$ cat src/rtl/audio_pkg.sv
// Shared audio effect-chain definitions.
// Sample width, envelope state encoding and release shift base.
package audio_pkg;

  localparam int SAMPLE_W = 16;
  localparam int MAG_W = SAMPLE_W - 1;
  localparam int REL_SHIFT_BASE = 4;
  localparam int HOLD_W = 16;

  typedef enum logic [1:0] {
    S_IDLE    = 2'd0,
    S_ATTACK  = 2'd1,
    S_HOLD    = 2'd2,
    S_RELEASE = 2'd3
  } env_state_e;

  // A zero step would stall the envelope short of its target.
  function automatic logic [MAG_W-1:0] min1(
    input logic [MAG_W-1:0] v
  );
    return (v == '0) ? MAG_W'(1) : v;
  endfunction

endpackage

$ cat src/rtl/envelope_follower_if.sv
// Sample stream bundle for the envelope follower.
// master drives samples in, slave returns delayed sample and envelope.
interface envelope_follower_if;
  import audio_pkg::*;

  logic                       i_valid;
  logic                       i_enable;
  logic [2:0]                 i_release;
  logic signed [SAMPLE_W-1:0] i_data;
  logic signed [SAMPLE_W-1:0] o_data;
  logic [SAMPLE_W-1:0]        o_env;
  logic [1:0]                 o_state;
  logic                       o_valid;

  modport master (
    output i_valid,
    output i_enable,
    output i_release,
    output i_data,
    input  o_data,
    input  o_env,
    input  o_state,
    input  o_valid
  );

  modport slave (
    input  i_valid,
    input  i_enable,
    input  i_release,
    input  i_data,
    output o_data,
    output o_env,
    output o_state,
    output o_valid
  );

endinterface

$ cat src/rtl/abs_sat16.sv
// Signed 16-bit to unsigned 15-bit magnitude.
// The most negative code saturates to full scale.
module abs_sat16
  import audio_pkg::*;
(
  input  logic signed [SAMPLE_W-1:0] data,
  output logic [MAG_W-1:0]           mag
);

  logic [SAMPLE_W-1:0] raw;
  logic [SAMPLE_W-1:0] neg;

  assign raw = data;
  assign neg = (~raw) + SAMPLE_W'(1);

  // Only -32768 negates to a value with the top bit still set.
  always_comb begin
    mag = raw[MAG_W-1:0];
    if (raw[SAMPLE_W-1]) begin
      if (neg[SAMPLE_W-1]) mag = '1;
      else                 mag = neg[MAG_W-1:0];
    end
  end

endmodule

$ cat src/rtl/envelope_follower.sv
// Peak envelope tracker: fast attack, fixed hold, shift-based release.
// Envelope and delayed sample are presented one clock after the input.
module envelope_follower
  import audio_pkg::*;
#(
  parameter int ATTACK_SHIFT = 2,
  parameter int HOLD_SAMPLES = 480
) (
  input logic                i_clk,
  input logic                i_rst,
  envelope_follower_if.slave bus
);

  localparam logic [HOLD_W-1:0] HOLD_INIT = HOLD_W'(HOLD_SAMPLES);

  logic [MAG_W-1:0]  mag;
  logic [MAG_W-1:0]  env;
  logic [MAG_W-1:0]  diff;
  logic [MAG_W-1:0]  atk_step;
  logic [MAG_W-1:0]  rel_step;
  logic [3:0]        rel_sh;
  logic [HOLD_W-1:0] hold_cnt;
  env_state_e        state;

  abs_sat16 u_abs (
    .data (bus.i_data),
    .mag  (mag)
  );

  assign diff     = mag - env;
  assign atk_step = min1(diff >> ATTACK_SHIFT);
  assign rel_sh   = 4'(REL_SHIFT_BASE) + {1'b0, bus.i_release};
  assign rel_step = min1(env >> rel_sh);

  assign bus.o_env   = {1'b0, env};
  assign bus.o_state = state;

  always_ff @(posedge i_clk or posedge i_rst) begin
    if (i_rst) begin
      env         <= '0;
      hold_cnt    <= '0;
      state       <= S_IDLE;
      bus.o_data  <= '0;
      bus.o_valid <= 1'b0;
    end else begin
      bus.o_valid <= bus.i_valid;
      if (bus.i_valid) bus.o_data <= bus.i_data;

      // Disable overrides any sample arriving in the same cycle.
      if (!bus.i_enable) begin
        env      <= '0;
        hold_cnt <= '0;
        state    <= S_IDLE;
      end else if (bus.i_valid) begin
        unique case (1'b1)
          (mag > env): begin
            env      <= env + atk_step;
            hold_cnt <= HOLD_INIT;
            state    <= S_ATTACK;
          end
          (mag <= env && hold_cnt != '0): begin
            hold_cnt <= hold_cnt - HOLD_W'(1);
            state    <= S_HOLD;
          end
          (mag <= env && hold_cnt == '0 && env != '0): begin
            env   <= env - rel_step;
            state <= S_RELEASE;
          end
          default: begin
            state <= S_IDLE;
          end
        endcase
      end
    end
  end

endmodule

$ cat src/flat_wrapper.sv
// flat-port wrapper written by rule: the top's interface ports become plain ports
module envelope_follower_flat import audio_pkg::*;
#(
  parameter int ATTACK_SHIFT = 2,
  parameter int HOLD_SAMPLES = 480
)
  (i_clk, i_rst, bus_i_valid, bus_i_enable, bus_i_release, bus_i_data, bus_o_data, bus_o_env, bus_o_state, bus_o_valid);
  envelope_follower_if bus_i ();
  input logic i_clk;
  input logic i_rst;
  input wire logic [$bits(bus_i.i_valid)-1:0] bus_i_valid;
  input wire logic [$bits(bus_i.i_enable)-1:0] bus_i_enable;
  input wire logic [$bits(bus_i.i_release)-1:0] bus_i_release;
  input wire logic [$bits(bus_i.i_data)-1:0] bus_i_data;
  output wire logic [$bits(bus_i.o_data)-1:0] bus_o_data;
  output wire logic [$bits(bus_i.o_env)-1:0] bus_o_env;
  output wire logic [$bits(bus_i.o_state)-1:0] bus_o_state;
  output wire logic [$bits(bus_i.o_valid)-1:0] bus_o_valid;
  assign bus_i.i_valid = bus_i_valid;
  assign bus_i.i_enable = bus_i_enable;
  assign bus_i.i_release = bus_i_release;
  assign bus_i.i_data = bus_i_data;
  assign bus_o_data = bus_i.o_data;
  assign bus_o_env = bus_i.o_env;
  assign bus_o_state = bus_i.o_state;
  assign bus_o_valid = bus_i.o_valid;
  envelope_follower #(.ATTACK_SHIFT(ATTACK_SHIFT), .HOLD_SAMPLES(HOLD_SAMPLES)) u_core (.i_clk(i_clk), .i_rst(i_rst), .bus(bus_i));
endmodule
$ cat config.mk
export PLATFORM = sky130hd
export DESIGN_NAME = envelope_follower_flat
export DESIGN_NICKNAME = d
export VERILOG_FILES = /design/src/rtl/audio_pkg.sv /design/src/rtl/envelope_follower_if.sv /design/src/rtl/abs_sat16.sv /design/src/rtl/envelope_follower.sv /design/src/flat_wrapper.sv
export SDC_FILE = /design/constraint.sdc
export NUM_CORES = 1
export LEC_CHECK = 0
export CORE_MARGIN = 4
export CORE_UTILIZATION = 35
export DETAILED_ROUTE_END_ITERATION = 7
export GPL_TIMING_DRIVEN = 0
export RECOVER_POWER = 25
export REMOVE_ABC_BUFFERS = 1
export SYNTH_ARGS = -nofsm -noshare
export SYNTH_HDL_FRONTEND = slang
export SYNTH_SLANG_ARGS = --single-unit
$ cat constraint.sdc
create_clock -name i_clk -period 17.1 [get_ports i_clk]
set_clock_uncertainty 0.2 [all_clocks]
set_input_delay 2.565 -clock i_clk [delete_from_list [all_inputs] [get_ports i_clk]]
set_output_delay 2.565 -clock i_clk [all_outputs]
set_load 0.01 [all_outputs]
# Word level (Yosys, flattened, before mapping)
# Cells that the tools add are included.
[word_totals] mem_bits_ro=0 mem_count=0 elab_cells=41 mem_bits_rw=0 latch_bits=0 register_bits=50
[op_classes] magnitude_cmp=2 eq_ne=3 muxes=13 add_sub_neg=6 n_reduce_logical=10 shifts=1 mul=0 bitwise_logic=1 div=0
[op_table] op="$mux W15" n=5
[op_table] op="$mux W16" n=2
[op_table] op="$pmux W16 S2" n=1
[op_table] op="$logic_not A15 Y1" n=2
[op_table] op="$pmux W15 S2" n=1
[op_table] op="$sub A15 B15 Y15" n=2
[op_table] op="$add A16 B1 Y16 const B" n=1
[op_table] op="$logic_not A16 Y1" n=1
[op_table] op="$not A16 Y16" n=1
[op_table] op="$reduce_bool A16 Y1" n=1
[op_table] op="$sub A16 B1 Y16 const B" n=1
[op_table] op="$add A15 B15 Y15" n=1
[op_table] op="$gt A15 B15 Y1" n=1
[op_table] op="$le A15 B15 Y1" n=1
[op_table] op="$reduce_bool A15 Y1" n=1
[op_table] op="$shr A15 B4 Y15" n=1
[op_table] op="$mux W13" n=1
[op_table] op="$ne A3 B1 Y1 const B" n=2
[op_table] op="$pmux W2 S3" n=1
[op_table] op="$add A3 B3 Y4 const A" n=1
[op_table] op="$mux W2" n=2
[op_table] op="$reduce_and A2 Y1" n=2
[op_table] op="$logic_and A1 B1 Y1" n=3
[op_table] op="$ne A2 B2 Y1 const B" n=1

# Depth between registers and ports, before layout
# Gate-level depths: netlist of the first run.
[depth] ltp_word=11 ltp_mapped=35 mapped_depth_nobuf=33

# Modules after synthesis
# From an unflattened synthesis of the first run, not the netlist that was laid out.
[hier_totals] hier_cells=617 hier_area_um2=4963.5
[modules_own_cells] mod="envelope_follower" instances=1 area_each_um2=4555.6 cells_per_inst=552
[modules_own_cells] mod="abs_sat16" instances=1 area_each_um2=407.9 cells_per_inst=65

# Least setup slack after synthesis of the first run
# No wires, ideal clock.
[synth_timing] kind="input to register" from="in bus_i_data[0]" to="reg u_core.env[14]" arrival_time_ns=9.161 required_time_ns=16.810 stages=31 path_slack_ns=7.649 path_cell_list="nor3_1 > nand2_1 > nor2_1 > nand2_1 > nor3_1 > nand3_1 > clkbuf_1 > nand2_1 > ha_1 > buf_6 > or4_1 > o21ai_2 > a21oi_4 > a221oi_4 > mux2_1 > nor3_2 > nand4_1 > o21a_1 > ha_1 > or3_1 > a31oi_1 > ha_1 > a211oi_1 > o21ai_1 > a31oi_1 > o21bai_1 > a2111oi_0 > o31ai_1 > or3_1 > a21o_1 > o2111ai_1"
[synth_via] elab_chain_len=11 word_cells_on_any_way=17 cone_classes="add/sub (3); order compare (2); eq/ne (1); mux (6); bitwise (1); reduce/logical (4)"
[synth_rtl] element="start, declared" line_no="flat_wrapper.sv:14" rtl="input wire logic [$bits(bus_i.i_data)-1:0] bus_i_data;"
[synth_rtl] element="$not A16 Y16" line_no="abs_sat16.sv:14" rtl="assign neg = (~raw) + SAMPLE_W'(1);"
[synth_rtl] element="$add A16 B1 Y16" line_no="abs_sat16.sv:14"
[synth_rtl] element="$mux W15" line_no="abs_sat16.sv:20" rtl="if (neg[SAMPLE_W-1]) mag = '1;"
[synth_rtl] element="$mux W15 *" line_no="abs_sat16.sv:19" rtl="if (raw[SAMPLE_W-1]) begin"
[synth_rtl] element="$sub A15 B15 Y15" line_no="envelope_follower.sv:30" rtl="assign diff = mag - env;"
[synth_rtl] element="$logic_not A15 Y1" line_no="audio_pkg.sv:21" rtl="return (v == '0) ? MAG_W'(1) : v;"
[synth_rtl] element="$mux W13" line_no="audio_pkg.sv:21"
[synth_rtl] element="$add A15 B15 Y15" line_no="envelope_follower.sv:57" rtl="env <= env + atk_step;"
[synth_rtl] element="$pmux W15 S2" line_no="envelope_follower.sv:55" rtl="unique case (1'b1)"
[synth_rtl] element="$mux W15" line_no="envelope_follower.sv:54" rtl="end else if (bus.i_valid) begin"
[synth_rtl] element="$mux W15" line_no="envelope_follower.sv:50" rtl="if (!bus.i_enable) begin"
[synth_rtl] element="end signal, assigned" line_no="envelope_follower.sv:57"
[synth_rtl] element="end signal, assigned" line_no="envelope_follower.sv:66" rtl="env <= env - rel_step;"
[synth_rtl] element="end, declared" line_no="envelope_follower.sv:17" rtl="logic [MAG_W-1:0] env;"
# Every way passes the cells marked *; elsewhere a longest branch is shown, timed or not. The select of a mux whose other input is x is not followed.
# A chain may end at the register's enable or synchronous reset.

# Worst setup path after layout of the first run
# Ends and elaborated chain as after synthesis.

==> qor.yml, run 1 <==
num_vias: 4586
cts_resized: 0
grt_overflow: 0
hold_buffers: 0
critPathCaptureType: "flip-flop"
fin_cells: 830
final_cell_mix: "nand2_1 (71), nor2_1 (58), clkdlybuf4s50_1 (55)"
synth_edf_count: 0
use_met2_pct: 27.7
ys_ff_latch: 50
cts_buffers: 5
synth_top_flop_cell: "dfrtp_1"
fp.dieH_um: 126
p_int_mw: 0.559
layout_setup_ws_ns: 6.01
slowest_stage: "a2111oi_0"
die_w_um: 126
htreeDepth: 2
io_pins: 58
pwr-share-clk_pct: 10.6
synth.yosys.warnings: 0
ant_nets: 0
ir_worst_vdd_uv: 75.4
layout-drive-gt1-share_pct: 7.34
yosysTopAreaCell: "dfrtp_1"
rows: 42
initial_utilization_pct: 36.3
cts_tree: "yes"
top_usage_layer: "met2"
grt_max_degree: 41
grt_usage_pct: 17.5
slew_headroom_pct: -50.0
core-area_um2: 13500
drcViolationCount: 0
use_met1_pct: 23.8
ctsLongestPathBuffers: 2
fin_crit_sh_pct: 64.8
io_buffers: 56
whs_ns: 0.301
max_freq_ghz: 0.0902
dp_slack_ns: 5.78
path_clk_slew_ns: 0.07
rsz0062_at_grt: "false"
final_common_cell: "nand2_1"
async_flop_share_pct: 100
start_kind: "primary input"
synth_top_cell_area_share_pct: 25.6
first_pass_iters: 4
grt_pass1_vias: 4559
ys_seq_area_share_pct: 25.6
grt_pass1_wl_mm: 22.9
post_cts_buffers: 0
min_period_ns: 11.09
totalWireLength_mm: 13.7
synth_cell_type_count: 71
wl_per_cell_um: 16.5
switching_share_pct: 49.3
syn_area_per_cell_um2: 7.96
worstSetupPathType: "primary input to flip-flop"
syn-cell-area_um2: 4880
synthToLayoutAreaGrowth_pct: 17.3
hold_viol_final: 0
maxCapViolCount: 1
clk_latency_ns: 0.31
min_path_type: "flip-flop to flip-flop"
gp_congestion: 0.909
synth_cells: 613
fin_tns_setup_ns: 0
power_frac_seq_pct: 17.3
clock_sinks: 50
p_per_area_nw_per_um2: 193
violations: "capacitance limit, slew limit"
worstPathArrival_ns: 11.11
ys_top_cells_by_area: "dfrtp_1 (26%), ha_1 (8.2%), nand2_1 (5.5%)"
required_ns: 17.12
max_stage_delay_ns: 0.69
finalSetupViolCount: 0
p_leak_nw: 2.35
postPlaceCellArea_um2: 5580
slew_viol_final: 41
outcome: "finished, violations left"
p_comb_share_pct: 72.2
cp_max_fo: 12
final_nets: 709
use_met3_pct: 3.56
p_total_mw: 1.10
via_per_inst: 5.53
die_area_um2: 15900
num-fill-cells: 1413
grt_antenna_before_repair: 0
diodes: 0
cts_root_buf: "clkbuf_16"
tightest_slew_ns: 2.25
dpl.hpwl_mm: 10.7
dp.cells: 822
fin_util_pct: 42.6
drt-initial-drc-count: 316
switching_power_mw: 0.544
fin_area_um2: 5730
[per-layer routing]
metal	up-vias	routed length, µm
met2	106	6260
met3	16	624
li1	2292	-
met4	0	299
met5	-	0
met1	2172	6540
[Yosys cell counts, types with 5 or more instances]
cell type  number
nor2_1         58
dfrtp_1        50
a21o_1          6
o21a_1          8
o21ai_0        16
nor3b_1         5
xnor2_1        24
nand2_1        71
xor2_1         16
and2_1          7
a21oi_1        50
nand3_1        13
or3_1          11
a211oi_1        6
mux2i_1        10
ha_1           32
clkbuf_1       19
nand2b_1        5
nor3_1         19
a31oi_1        12
o21ai_1        18
o31ai_1        13
nand4_1         6
mux2_2         17
inv_1          34
nor4_1         12
[path summary, 6_finish.rpt]
kind,startpoint,endpoint,slack (ns),cells past startpoint
worst max register to register,u_core.env[6],u_core.env[14],9.66,26
max in group asynchronous,i_rst,u_core.env[0],11.77,3
worst min register to register,u_core.hold_cnt[15],u_core.hold_cnt[15],0.30,1
worst max-delay path,bus_i_data[0],u_core.env[14],6.01,34
min in group asynchronous,i_rst,u_core.hold_cnt[8],2.48,2
worst min-delay path,u_core.hold_cnt[15],u_core.hold_cnt[15],0.30,1
[kinds of logic after synthesis]
kind of cell	Yosys count	synth area share, %
mux	30	6.97
buf+inv	61	5.00
fa+ha+maj	33	8.62
flops	50	25.6
compound gates	166	23.1
other cells	1	0.0768
xor+xnor	41	7.51
simple gates	231	23.1
[power by group through the flow]
stage | clock [mW] | combinational [mW] | sequential [mW]
6_report | 0.117 | 0.796 | 0.190
5_1_grt | 0.126 | 0.895 | 0.195
4_1_cts | 0.121 | 0.797 | 0.190
3_5_place_dp | 0 | 0.793 | 0.192
3_3_place_gp | 0 | 0.780 | 0.191
2_1_floorplan | 0 | 0.598 | 0.185
[area by class of cell]
type | instances | area [µm²] | share of cell area [%]
Multi-Input combinational cell | 502 | 3380 | 59.1
Sequential cell | 50 | 1250 | 21.9
Timing Repair Buffer | 57 | 564 | 9.86
Tap cell | 176 | 220 | 3.85
Inverter | 37 | 139 | 2.43
Clock buffer | 6 | 129 | 2.25
Clock inverter | 2 | 37.5 | 0.656
[worst max-delay path, delay by kind of cell]
family / cells / cell delay, ns
and+or+nand+nor: 12 / 3.01
muxes: 1 / 0.38
adders and majority gates: 3 / 0.77
AOI/OAI and AO/OA: 16 / 3.81
buffers and inverters: 2 / 0.56
[flip-flops by register name, summed over array words and instances (netlist names)]
register            count
u_core.bus.o_valid      1
u_core.bus.o_state      2
u_core.env             15
u_core.bus.o_data      16
u_core.hold_cnt        16
Note: power is estimated with default switching activity, not from simulation.
==> run 2: changes to the inputs <==
==> constraint.sdc (replaced) <==
create_clock -name i_clk -period 9.2 [get_ports i_clk]
set_clock_uncertainty 0.2 [all_clocks]
set_input_delay 1.38 -clock i_clk [delete_from_list [all_inputs] [get_ports i_clk]]
set_output_delay 1.38 -clock i_clk [all_outputs]
set_load 0.01 [all_outputs]
==> run 2 against run 1 <==
Net effect:
- the run still ends with capacitance limit, slew limit left
- die area stayed put
- sequential cell count stayed put
- sequential share of layout area is 0.49 points lower
- final cell count is 0.72% higher
- clock power is 85% higher
- sequential power is 86% higher
- hold slack hardly changed
- first-iteration DRC count is 6.0% higher
- non-clock buffer count is 6 higher
- utilization is 0.99 points higher
- critical path depth is 3 lower
- combinational power is 95% higher
==> qor.yml, run 2 (same netlist as run 1, synthesis figures left out) <==
min_path_type: "flip-flop to flip-flop"
die_area_um2: 15900  # unchanged
worstPathArrival_ns: 8.71  # -2.40 ns
cts_tree: "yes"
ctsLongestPathBuffers: 2  # unchanged
violations: "capacitance limit, slew limit"
slew_headroom_pct: -47.1  # +2.9 points
reg.largest.list: "u_core.bus.o_data x16, u_core.hold_cnt x16, u_core.env x15"
max_freq_ghz: 0.115
initial_utilization_pct: 36.3  # unchanged
num-fill-cells: 1402  # -0.78%
rsz0062_at_grt: "false"
ant_nets: 0  # unchanged
rr_worst_depth: 26  # unchanged
start_kind: "primary input"
die_w_um: 126  # unchanged
ir_worst_vdd_uv: 134  # +78%
rows: 42  # unchanged
routed.top_layer: "met4"
htreeDepth: 2  # unchanged
slew_viol_final: 41  # unchanged
final_nets: 715  # +0.85%
tightest_slew_ns: 2.21  # -0.0431 ns
io_buffers: 56  # unchanged
grt_max_degree: 41  # unchanged
num_vias: 4619  # +0.72%
worstSetupPathType: "primary input to flip-flop"
fin_util_pct: 43.5  # +0.99 points
fin_crit_sh_pct: 94.4
layout-drive-gt1-share_pct: 9.55  # +2.2 points
p_total_mw: 2.12  # +92%
maxCapViolCount: 1  # unchanged
first_pass_iters: 5  # +1
grt_pass1_wl_mm: 23.0  # +0.54%
cpMostUsedCell: "ha_1"
clk_latency_ns: 0.31  # about the same
totalWireLength_mm: 13.9  # +1.0%
min_period_ns: 8.69
required_ns: 9.22  # -7.90 ns
synthToLayoutAreaGrowth_pct: 20.1
grt_pass1_vias: 4564  # +0.11%
worstSetupStartpoint: "bus_i_data[0]"
p_leak_nw: 2.41  # +2.7%
hold_buffers: 0  # unchanged
diodes: 0  # unchanged
dpl.hpwl_mm: 10.7  # unchanged
hold_depth: 1  # unchanged
wl_met2_mm: 6.37  # +1.7%
drcViolationCount: 0  # unchanged
wl_per_cell_um: 16.6  # +0.32%
r2r_end: "u_core.env[14]"
seq_area_um2: 1250  # unchanged
via_per_inst: 5.53  # about the same
dr_wl_met3_um: 691  # +11%
io_pins: 58  # unchanged
r2r_start: "u_core.env[6]"
outcome: "finished, violations left"
hold_viol_final: 0  # unchanged
final_cell_mix: "nand2_1 (70), nor2_1 (58), clkdlybuf4s50_1 (55)"
core-area_um2: 13500  # unchanged
grt_overflow: 0  # unchanged
wl_met1_mm: 6.50  # -0.60%
path_clk_slew_ns: 0.07  # about the same
drt-initial-drc-count: 335  # +6.0%
fp.dieH_um: 126  # unchanged
p_per_area_nw_per_um2: 362  # +88%
multi_input_area_um2: 3470  # +2.6%
holdCritStartpoint: "u_core.hold_cnt[15]"
gp_congestion: 0.909  # unchanged
clock_sinks: 50  # unchanged
slowest_stage: "clkdlybuf4s50_1"
cts_root_buf: "clkbuf_16"
critPathCaptureType: "flip-flop"
r2r_setup_slack_ns: 2.59  # -7.07 ns
hold_end: "u_core.hold_cnt[15]"
grt_usage_pct: 17.6  # +0.11 points
final_common_cell: "nand2_1"
cts_buffers: 5  # unchanged
finalSetupViolCount: 0  # unchanged
grt_antenna_before_repair: 0  # unchanged
max_stage_delay_ns: 0.49  # -0.20 ns
cp_max_fo: 7  # -5
==> run 2: worst max-delay path by stage <==
stage                     slack [ns]  cells after the start        endpoint
after CTS                       0.07                     34  u_core.env[14]
final                           0.51                     31  u_core.env[14]
after global placement         -0.69                     34  u_core.env[14]
after detailed placement       -0.93                     34  u_core.env[14]
after global routing            0.02                     34  u_core.env[14]
after floorplan                 0.96                     29  u_core.env[14]
==> run 2: final cells by class <==
type	instances	area share [%]
flip-flops and latches	50	21.4
well taps	176	3.76
clock buffers	6	2.20
repair buffers	63	10.4
clock inverters	2	0.641
inverters	37	2.37
multi-input cells	502	59.3
==> run 2: per-layer routing <==
| metal | GRT usage, % | vias to the layer above |
|---|---|---|
| li1 | - | 2309 |
| met1 | 24.0 | 2184 |
| met2 | 27.9 | 110 |
| met3 | 3.56 | 16 |
| met4 | 5.87 | 0 |
| met5 | 0 | - |
==> run 2: power breakdown <==
group | switching [mW] | total (mW) | internal, mW
sequential | 0.0816 | 0.353 | 0.272
combinational | 0.880 | 1.55 | 0.671
clock | 0.0876 | 0.216 | 0.129
==> run 2: timing repair <==
item | in CTS | in global routing
resized for setup | 6 | 11
hold endpoints to repair | 0 | 0
buffers inserted | 0 | 6
setup endpoints to repair | 2 | 2
pin swaps | 0 | 5
==> run 2: critical path, delay by kind of cell <==
kind / cells / cell delay [ns]
buf+inv: 2 / 0.58
compound gates: 12 / 2.37
fa+ha+maj: 4 / 1.06
simple gates: 10 / 2.72
xor+xnor: 3 / 0.60
==> run 2: through the flow <==
stage / setup WS (ns) / hold WS (ns) / cell area [µm²] / std cells / TNS [ns]
6_report: 0.512 / 0.301 / 5860 / 836 / 0
4_1_cts: 0.0721 / 0.306 / 5770 / 830 / 0
2_1_floorplan: 0.962 / 0.260 / 4770 / 589 / 0
3_5_place_dp: -0.931 / 0.287 / 5580 / 822 / -1.43
5_1_grt: 0.0153 / 0.330 / 5860 / 836 / 0
3_3_place_gp: -0.688 / 0.281 / 5560 / 821 / -0.984
